[src/rtl/step_counter.sv]
// Up/down counter with programmable step and upper limit, wrap or saturate at the bounds,
// a clock-enable prescaler, synchronous load, a terminal-count pulse and a sticky overflow flag.
module step_counter #(
    parameter int unsigned WIDTH = 8,
    parameter int unsigned PSC_W = 4
) (
    input  logic             clk_i,
    input  logic             rst_ni,
    input  logic             en_i,
    input  logic             ld_i,
    input  logic [WIDTH-1:0] v_i,
    input  logic [WIDTH-1:0] step_i,
    input  logic             dir_i,
    input  logic             sat_i,
    input  logic [WIDTH-1:0] limit_i,
    input  logic [PSC_W-1:0] div_i,
    input  logic             clr_ovf_i,
    output logic [WIDTH-1:0] count_o,
    output logic             tc_o,
    output logic             ovf_o
);

    logic [WIDTH-1:0] count_q, count_d;
    logic [PSC_W-1:0] psc_q, psc_d;
    logic             tc_q, tc_d;
    logic             ovf_q, ovf_d;

    logic             tick;
    logic             hit;
    logic [WIDTH-1:0] s_eff;
    logic [WIDTH:0]   lim_p1;
    logic [WIDTH:0]   up_sum;
    logic [WIDTH:0]   up_wrap;
    logic [WIDTH:0]   dn_wrap;

    // Boundary arithmetic is one bit wider so limit = all-ones still wraps modulo 2^WIDTH.
    always_comb begin
        s_eff   = (step_i > limit_i) ? limit_i : step_i;
        lim_p1  = {1'b0, limit_i} + {{WIDTH{1'b0}}, 1'b1};
        up_sum  = {1'b0, count_q} + {1'b0, s_eff};
        up_wrap = up_sum - lim_p1;
        dn_wrap = {1'b0, count_q} + lim_p1 - {1'b0, s_eff};
        tick    = en_i & ~ld_i & (psc_q == div_i);
    end

    always_comb begin
        count_d = count_q;
        psc_d   = psc_q;
        ovf_d   = ovf_q;
        hit     = 1'b0;

        if (ld_i) begin
            count_d = (v_i > limit_i) ? limit_i : v_i;
            psc_d   = '0;
        end else begin
            if (en_i) begin
                psc_d = tick ? '0 : psc_q + 1'b1;
            end
            if (tick && (s_eff != '0)) begin
                if (!dir_i) begin
                    if (up_sum <= {1'b0, limit_i}) begin
                        count_d = up_sum[WIDTH-1:0];
                    end else begin
                        hit     = 1'b1;
                        count_d = sat_i ? limit_i : up_wrap[WIDTH-1:0];
                    end
                end else begin
                    if (count_q >= s_eff) begin
                        count_d = count_q - s_eff;
                    end else begin
                        hit     = 1'b1;
                        count_d = sat_i ? '0 : dn_wrap[WIDTH-1:0];
                    end
                end
            end
        end

        tc_d = hit;
        // A same-cycle boundary hit overrides the clear.
        if (clr_ovf_i) begin
            ovf_d = 1'b0;
        end
        if (hit) begin
            ovf_d = 1'b1;
        end
    end

    always_ff @(posedge clk_i or negedge rst_ni) begin
        if (!rst_ni) begin
            count_q <= '0;
            psc_q   <= '0;
            tc_q    <= 1'b0;
            ovf_q   <= 1'b0;
        end else begin
            count_q <= count_d;
            psc_q   <= psc_d;
            tc_q    <= tc_d;
            ovf_q   <= ovf_d;
        end
    end

    assign count_o = count_q;
    assign tc_o    = tc_q;
    assign ovf_o   = ovf_q;

endmodule

[config.mk]
export PLATFORM = sky130hd
export DESIGN_NAME = step_counter
export DESIGN_NICKNAME = d
export VERILOG_FILES = /design/src/rtl/step_counter.sv
export SDC_FILE = /design/constraint.sdc
export NUM_CORES = 1
export LEC_CHECK = 0
export BUFFER_PORTS_ARGS = -buffer_cell sky130_fd_sc_hd__buf_2
export CAP_MARGIN = 10
export CORE_MARGIN = 5
export CORE_UTILIZATION = 57
export CTS_CLUSTER_SIZE = 24
export DETAILED_ROUTE_END_ITERATION = 8
export GPL_TIMING_DRIVEN = 0
export PLACE_DENSITY = 0.84
export SLEW_MARGIN = 40
export SYNTH_ARGS = -nofsm -noshare
export SYNTH_HDL_FRONTEND = slang
export SYNTH_SLANG_ARGS = --single-unit
[constraint.sdc]
create_clock -name clk_i -period 3.94 [get_ports clk_i]
set_input_delay 0.591 -clock clk_i [delete_from_list [all_inputs] [get_ports clk_i]]
set_output_delay 0.591 -clock clk_i [all_outputs]
set_load 0.05 [all_outputs]
==> results of run 1 <==
## area by class of cell
type	instances	share of cell area (%)
Timing Repair Buffer	76	11.8
Buffer	14	2.26
Tap cell	75	2.00
Clock buffer	4	1.17
Inverter	46	4.36
Sequential cell	14	7.45
Multi-Input combinational cell	352	71.0
## worst paths after layout
| kind | slack, ps | startpoint | endpoint | cells past startpoint |
|---|---|---|---|---|
| max | -900 | limit_i[1] | count_o[5] | 24 |
| min | 210 | rst_ni | count_o[0] | 1 |
| max reg2reg | 70 | count_o[1] | count_o[7] | 12 |
| min reg2reg | 490 | ovf_o | ovf_o | 1 |
| max in group asynchronous | 3430 | rst_ni | count_o[5] | 1 |
| min in group clk_i | 490 | ovf_o | ovf_o | 1 |
## flip-flops by register name, indices dropped and copies added, names as in the netlist
| signal | cells |
|---|---|
| ovf_o | 1 |
| tc_o | 1 |
| count_o | 8 |
| psc_q | 4 |
## cell usage in the layout (no fill, tap or decap), types with 13 or more instances in the layout
cell type / Yosys / layout
inv_1: 46 / 36
ha_4: 0 / 15
nand2_1: 19 / 16
xnor2_1: 21 / 17
ha_1: 59 / 44
buf_6: 2 / 14
a21o_1: 14 / 13
buf_4: 0 / 30
a21oi_1: 32 / 25
nor2_1: 42 / 38
buf_2: 0 / 33
dfrtp_1: 14 / 14
## layer usage
layer	vias up	share of wire, %	track usage [%]
met5	-	0	0
met3	92	9.6	4.35
met1	1789	36	36.4
li1	1679	-	-
met4	0	6.2	10.6
met2	294	48	54.0
## power breakdown
part           leakage (nW)  internal [W]  switching, W  total (W)
sequential            0.175      0.000161     0.0000441   0.000205
clock                0.0288     0.0000894     0.0000747   0.000164
combinational          1.97       0.00123       0.00137    0.00261
## metrics by stage
step	utilization (%)	hold slack [ps]
global placement	65.8	463
floorplan	-	295
finish	80.4	214
detailed placement	65.8	473
global route	80.4	243
CTS	73.1	229
## worst reg2reg max path, delay by kind of cell, from the launching register on
kind | cells | cell delay [ps]
AOI/OAI and AO/OA | 4 | 1290
and+or+nand+nor | 2 | 220
muxes | 1 | 240
adders and majority gates | 2 | 920
xor gates and xnor gates | 1 | 260
buffers and inverters | 2 | 250
DFF | 1 | 570
## synthesized netlist by cell type (2+ instances only)
cell type / number
o21ba_2: 2
a22o_1: 2
a221oi_1: 4
o41ai_1: 2
mux2i_1: 8
o21bai_1: 4
mux2_2: 8
ha_1: 59
or3_1: 2
clkbuf_1: 11
nor4_1: 7
nand2_1: 19
a22oi_1: 2
xnor2_1: 21
o31a_1: 2
a31oi_1: 2
nor2_1: 42
inv_1: 46
nand3_1: 13
dfrtp_1: 14
a211oi_1: 3
nand3b_1: 3
o211a_1: 3
o31ai_1: 5
nor2b_1: 12
o21ai_0: 16
nand4_1: 4
nor3_1: 10
nand2b_1: 7
xor2_1: 11
a21oi_1: 32
buf_6: 2
nor3b_1: 2
fa_1: 10
a21o_1: 14
## logic make-up after synthesis
kind of cell | Yosys count | share of synthesized area [%]
compound gates | 106 | 22.4
xor+xnor | 32 | 8.24
fa+ha+maj | 69 | 27.6
buf+inv | 60 | 7.06
flops | 14 | 10.3
mux | 16 | 5.00
simple gates | 129 | 19.4
## what timing repair did
item / 4_1_cts / 5_1_grt
setup endpoints to repair: 10 / 10
resized for setup: 52 / 52
pin swaps: 25 / 25
buffers inserted: 20 / 17
==> impl_metrics.yaml, run 1 <==
yosys:
  seq_area_frac_synth_pct: 10.3
  syn_nets: 530
  synth_ff_type: "dfrtp_1"
  synthTopCellsByArea: "ha_1, dfrtp_1, fa_1"
  async_flop_share_pct: 100
  syn_inst: 426
  avgSynthCellArea_um2: 7.98
  netlist_area_um2: 3400
  yosysTopAreaCell: "ha_1"
  ys_warn_count: 0
  synth_edf_count: 0
  synth_top_area_share_pct: 21.7
  synth_cell_type_count: 57
  ys_ff_latch: 14
routing:
  drcViolationCount: 0
  ant_nets: 0
  wl_per_cell_um: 22.7
  via_per_inst: 6.63
  wl_um: 13200
  drtIter0Drc: 591
  first_pass_iters: 8
  vias: 3854
setup_path:
  end_kind: "register"
  max_stage_delay_ps: 380
  path_max_fanout: 7
  start_kind: "input pin"
  crit_buf_inv: 5
  crit_type: "input pin to register"
  path_cells: "buf_12 > inv_12 > ha_4 > nor2b_1 > o211ai_1 > a21oi_2 > o21bai_4 > buf_6 > nor2_1 > a21o_1 > ha_4 > inv_4 > o221ai_2 > nor2_1 > xnor2_2 > ha_1 > a21oi_1 > o21ai_2 > o32ai_4 > buf_12 > nand2_8 > o211a_1 > o311a_1 > o31ai_1"
  cp_data_required_time_ps: 4110
  arrival_ps: 5020
  cpMaxStageDelayCell: "ha_4"
  critPathTopFamily: "compound AO/OA/AOI/OAI gates"
timing:
  max_freq_ghz: 0.206
  relSlewSlack_pct: 43.9
  setup_ws_ps: -905
  fin_skew_ps: 16.6
  maxSlewViolCount: 0
  tightest_slew_ps: 840
  fin_tns_setup_ps: -7700
  hold_viol: 0
  finalSetupViolations: 10
  rsz0062_at_grt: "true"
  min_period_over_period_pct: 123
  period_needed_ps: 4840
grt:
  grt_max_degree: 15
  antenna_found_initial: 0
  overflow: 0
  grt_pass1_wl_um: 18000
  first_global_vias: 3594
  track_usage_pct: 30.2
status:
  status: "finished, violations left"
  violations: "negative setup slack"
finish:
  regArea_um2: 350
  diodes: 0
  final_cells: 581
  nFillCells: 331
  fin_area_um2: 4700
  areaGrowthSynthToFinish_pct: 38.3
  multi_input_area_um2: 3340
  drive_above_1_share_pct: 34.4
  finalNetCount: 611
floorplanning:
  ios: 45
  num_rows: 28
  die_area_um2: 7610
  coreArea_um2: 5850
  initial_utilization_pct: 58.1
  fp.dieW_um: 87.2
  die_height_um: 87.2
place:
  globalplace.congestion: 0.964
  placement.io_buffers: 40
  hpwl_um: 8170
  dpl.cell_count: 541
  dpl_cell_area_um2: 3850
  place_ws_ps: -1780
clock_tree:
  cts.sinks: 14
  clock_latency_ps: 280
  tritoncts: "done"
  clock_path_buffers: 2
  cts-hold-fix-buffers: 0
  numCtsBuffers: 3
  htree_levels: 1
  root_buffer: "clkbuf_8"
  clkTransAtPathRegs_ps: 80
min_path:
  min_path_type: "input pin to asynchronous set/reset pin"
power:
  power_w: 0.00298
  peakVddDrop_v: 0.000356
  p_per_area_nw_per_um2: 633
  p_leak_nw: 2.17
run:
  maxCapViolCount: 0
(Power assumes the default switching activity.)
==> run 2: changes to the inputs <==
- ABC_AREA: not set -> 1
- GPL_TIMING_DRIVEN: 0 -> not set
- PLACE_DENSITY: 0.84 -> 0.83
==> run 2 against run 1 <==
The flow still finishes with violations (negative setup slack). Die area grew 7.8%. Sequential power grew 23%. Synthesized area grew 8.9%. Largest power group unchanged. Highest routed layer unchanged.
==> impl_metrics.yaml, run 2 <==
setup_path:
  critPathTopFamily: "simple AND/OR/NAND/NOR gates"
  max_stage_delay_ps: 270
  start_kind: "input pin"
  arrival_ps: 4330
  crit_buf_inv: 6
  reg2reg_depth: 21
  cp_num_cells: 34
  cpMaxStageDelayCell: "ha_4"
  cp_data_required_time_ps: 4090
  crit_type: "input pin to register"
  path_max_fanout: 5
  cpMostUsedCell: "nand2_1"
  end_kind: "register"
clock_tree:
  root_buffer: "clkbuf_8"
  tritoncts: "done"
  numCtsBuffers: 3
  clock_path_buffers: 2
  cts.sinks: 14
  htree_levels: 1
  clkTransAtPathRegs_ps: 60
  clock_latency_ps: 250
finish:
  drive_above_1_share_pct: 39.8
  final_common_cell: "nand2_1"
  finalNetCount: 836
  diodes: 0
  regArea_um2: 350
  final_cell_mix: "nand2_1, buf_4, inv_1, nand3_1, ha_1"
  multi_input_area_um2: 3530
  areaGrowthSynthToFinish_pct: 49.7
  largest_register_ffs: 8
  nFillCells: 315
  post-route-util_pct: 87.3
min_path:
  min_path_type: "input pin to asynchronous set/reset pin"
yosys:
  async_flop_share_pct: 100
  ys_ff_latch: 14
  netlist_area_um2: 3700
  avgSynthCellArea_um2: 6.36
  synth_ff_type: "dfrtp_1"
  ys_warn_count: 0
  seq_area_frac_synth_pct: 9.46
  syn_inst: 582
  synth_top_area_share_pct: 19.9
  yosysMostFrequentCell: "nand2_1"
  yosysTopAreaCell: "ha_1"
  syn_nets: 686
  synthTopCellsByArea: "ha_1, nand2_1, inv_1"
  synthTopCellsByCount: "nand2_1, inv_1, ha_1"
  synth_cell_type_count: 39
  synth_edf_count: 0
timing:
  period_needed_ps: 4190
  hold_viol: 0
  max_freq_ghz: 0.239
  rsz0062_at_grt: "true"
  relSlewSlack_pct: 49.7
  tightest_slew_ps: 746
  min_period_over_period_pct: 106
  finalSetupViolations: 10
  setup_ws_ps: -248
  maxSlewViolCount: 0
  fin_skew_ps: 1.94
place:
  placement.io_buffers: 44
  globalplace.congestion: 1.01
  hpwl_um: 10400
routing:
  drtIter0Drc: 563
  wl_um: 15600
  via_per_inst: 6.10
  vias: 4926
  wl_per_cell_um: 19.3
  first_pass_iters: 5
  drcViolationCount: 0
  ant_nets: 0
power:
  peakVddDrop_v: 0.000693
  p_leak_nw: 2.91
  p_comb_share_pct: 89.5
  p_seq_share_pct: 6.7
  p_per_area_nw_per_um2: 683
  power_w: 0.00378
  p_sw_share_pct: 54.5
  switchingPower_w: 0.00206
  pwr-share-clk_pct: 3.8
  intPower_w: 0.00172
floorplanning:
  initial_utilization_pct: 58.3
  die_height_um: 90.6
  fp.dieW_um: 90.6
  die_area_um2: 8210
  num_rows: 29
  coreArea_um2: 6350
  ios: 45
grt:
  track_usage_pct: 30.7
  grt_pass1_wl_um: 20800
  grt_max_degree: 15
  antenna_found_initial: 0
  first_global_vias: 4350
  overflow: 0
run:
  maxCapViolCount: 0
status:
  violations: "negative setup slack"
  status: "finished, violations left"
## run 2: changes by cell type after synthesis, sizes merged, moves of 11 or more
cell,before,now
a21o,14,3
a21oi,32,44
inv,46,98
nand2,19,157
nand3,13,55
nor2b,13,0
xnor2,21,9
## run 2: power groups by stage
stage          Combinational (W)  Clock, W  Sequential, W
2_1_floorplan            0.00162         0       0.000322
3_3_place_gp             0.00257         0       0.000239
3_5_place_dp             0.00262         0       0.000239
4_1_cts                  0.00285  0.000141       0.000241
5_1_grt                  0.00363  0.000149       0.000257
6_report                 0.00339  0.000144       0.000252
## run 2: layer usage
metal / vias up / track usage, % / wire, um
met3: 104 / 3.83 / 1590
li1: 2199 / - / -
met5: - / 0 / 0
met1: 2284 / 39.5 / 5730
met4: 0 / 9.68 / 856
met2: 339 / 52.9 / 7460
## run 2: path summary, 6_finish.rpt
| kind | slack [ps] | from | endpoint |
|---|---|---|---|
| max in group asynchronous | 3470 | rst_ni | count_o[3] |
| worst max register to register | 720 | count_o[0] | count_o[3] |
| min in group clk_i | 530 | clr_ovf_i | ovf_o |
| worst max-delay path | -250 | limit_i[1] | count_o[2] |
| worst min register to register | 540 | ovf_o | ovf_o |
| worst min-delay path | 230 | rst_ni | count_o[1] |
## run 2: area by class of cell
type,instances,area share (%)
Clock buffer,4,0.993
Inverter,100,7.00
Multi-Input combinational cell,460,63.6
Sequential cell,14,6.32
Tap cell,77,1.74
Timing Repair Buffer,153,20.3
## run 2: cells by family (layout without fill, tap and decap cells)
group | after synthesis | in the layout | share of synthesized area [%]
and+or+nand+nor | 278 | 279 | 34.4
DFF | 14 | 14 | 9.46
adders and majority gates | 69 | 69 | 25.3
xor gates and xnor gates | 23 | 23 | 5.44
AOI/OAI and AO/OA | 89 | 89 | 14.0
buffers and inverters | 109 | 257 | 11.3
## run 2: through the flow
step	setup WS (ps)	TNS, ps	std cells	hold WS, ps	cell area [um2]
2_1_floorplan	-3.12	-4.78	582	295	3730
5_1_grt	-451	-3780	808	249	5540
3_5_place_dp	-597	-4510	768	502	4560
4_1_cts	1.91	0	796	238	5040
3_3_place_gp	-523	-3690	768	501	4560
6_report	-248	-1900	808	230	5540
## run 2: timing repair
action | CTS | global route
hold buffers | 0 | 0
pin swaps | 34 | 52
cloned | 0 | 1
buffers inserted | 25 | 13
endpoints found under the setup margin | 10 | 10
resized for setup | 50 | 87
## run 2: worst register-to-register path: stages (launching register included)
cell,delay [ps]
dfrtp_1,540
ha_4,190
inv_2,30
fa_2,350
buf_4,150
xnor2_2,130
buf_4,160
ha_4,270
nand2_2,70
nor2_4,130
nand2_1,60
nand3_1,70
nand2_1,60
nand2_1,60
nand2_1,50
nand2_1,90
nand2_2,120
nand4_1,130
nand3_2,100
nand2_1,120
nand2_1,80
a21oi_2,160
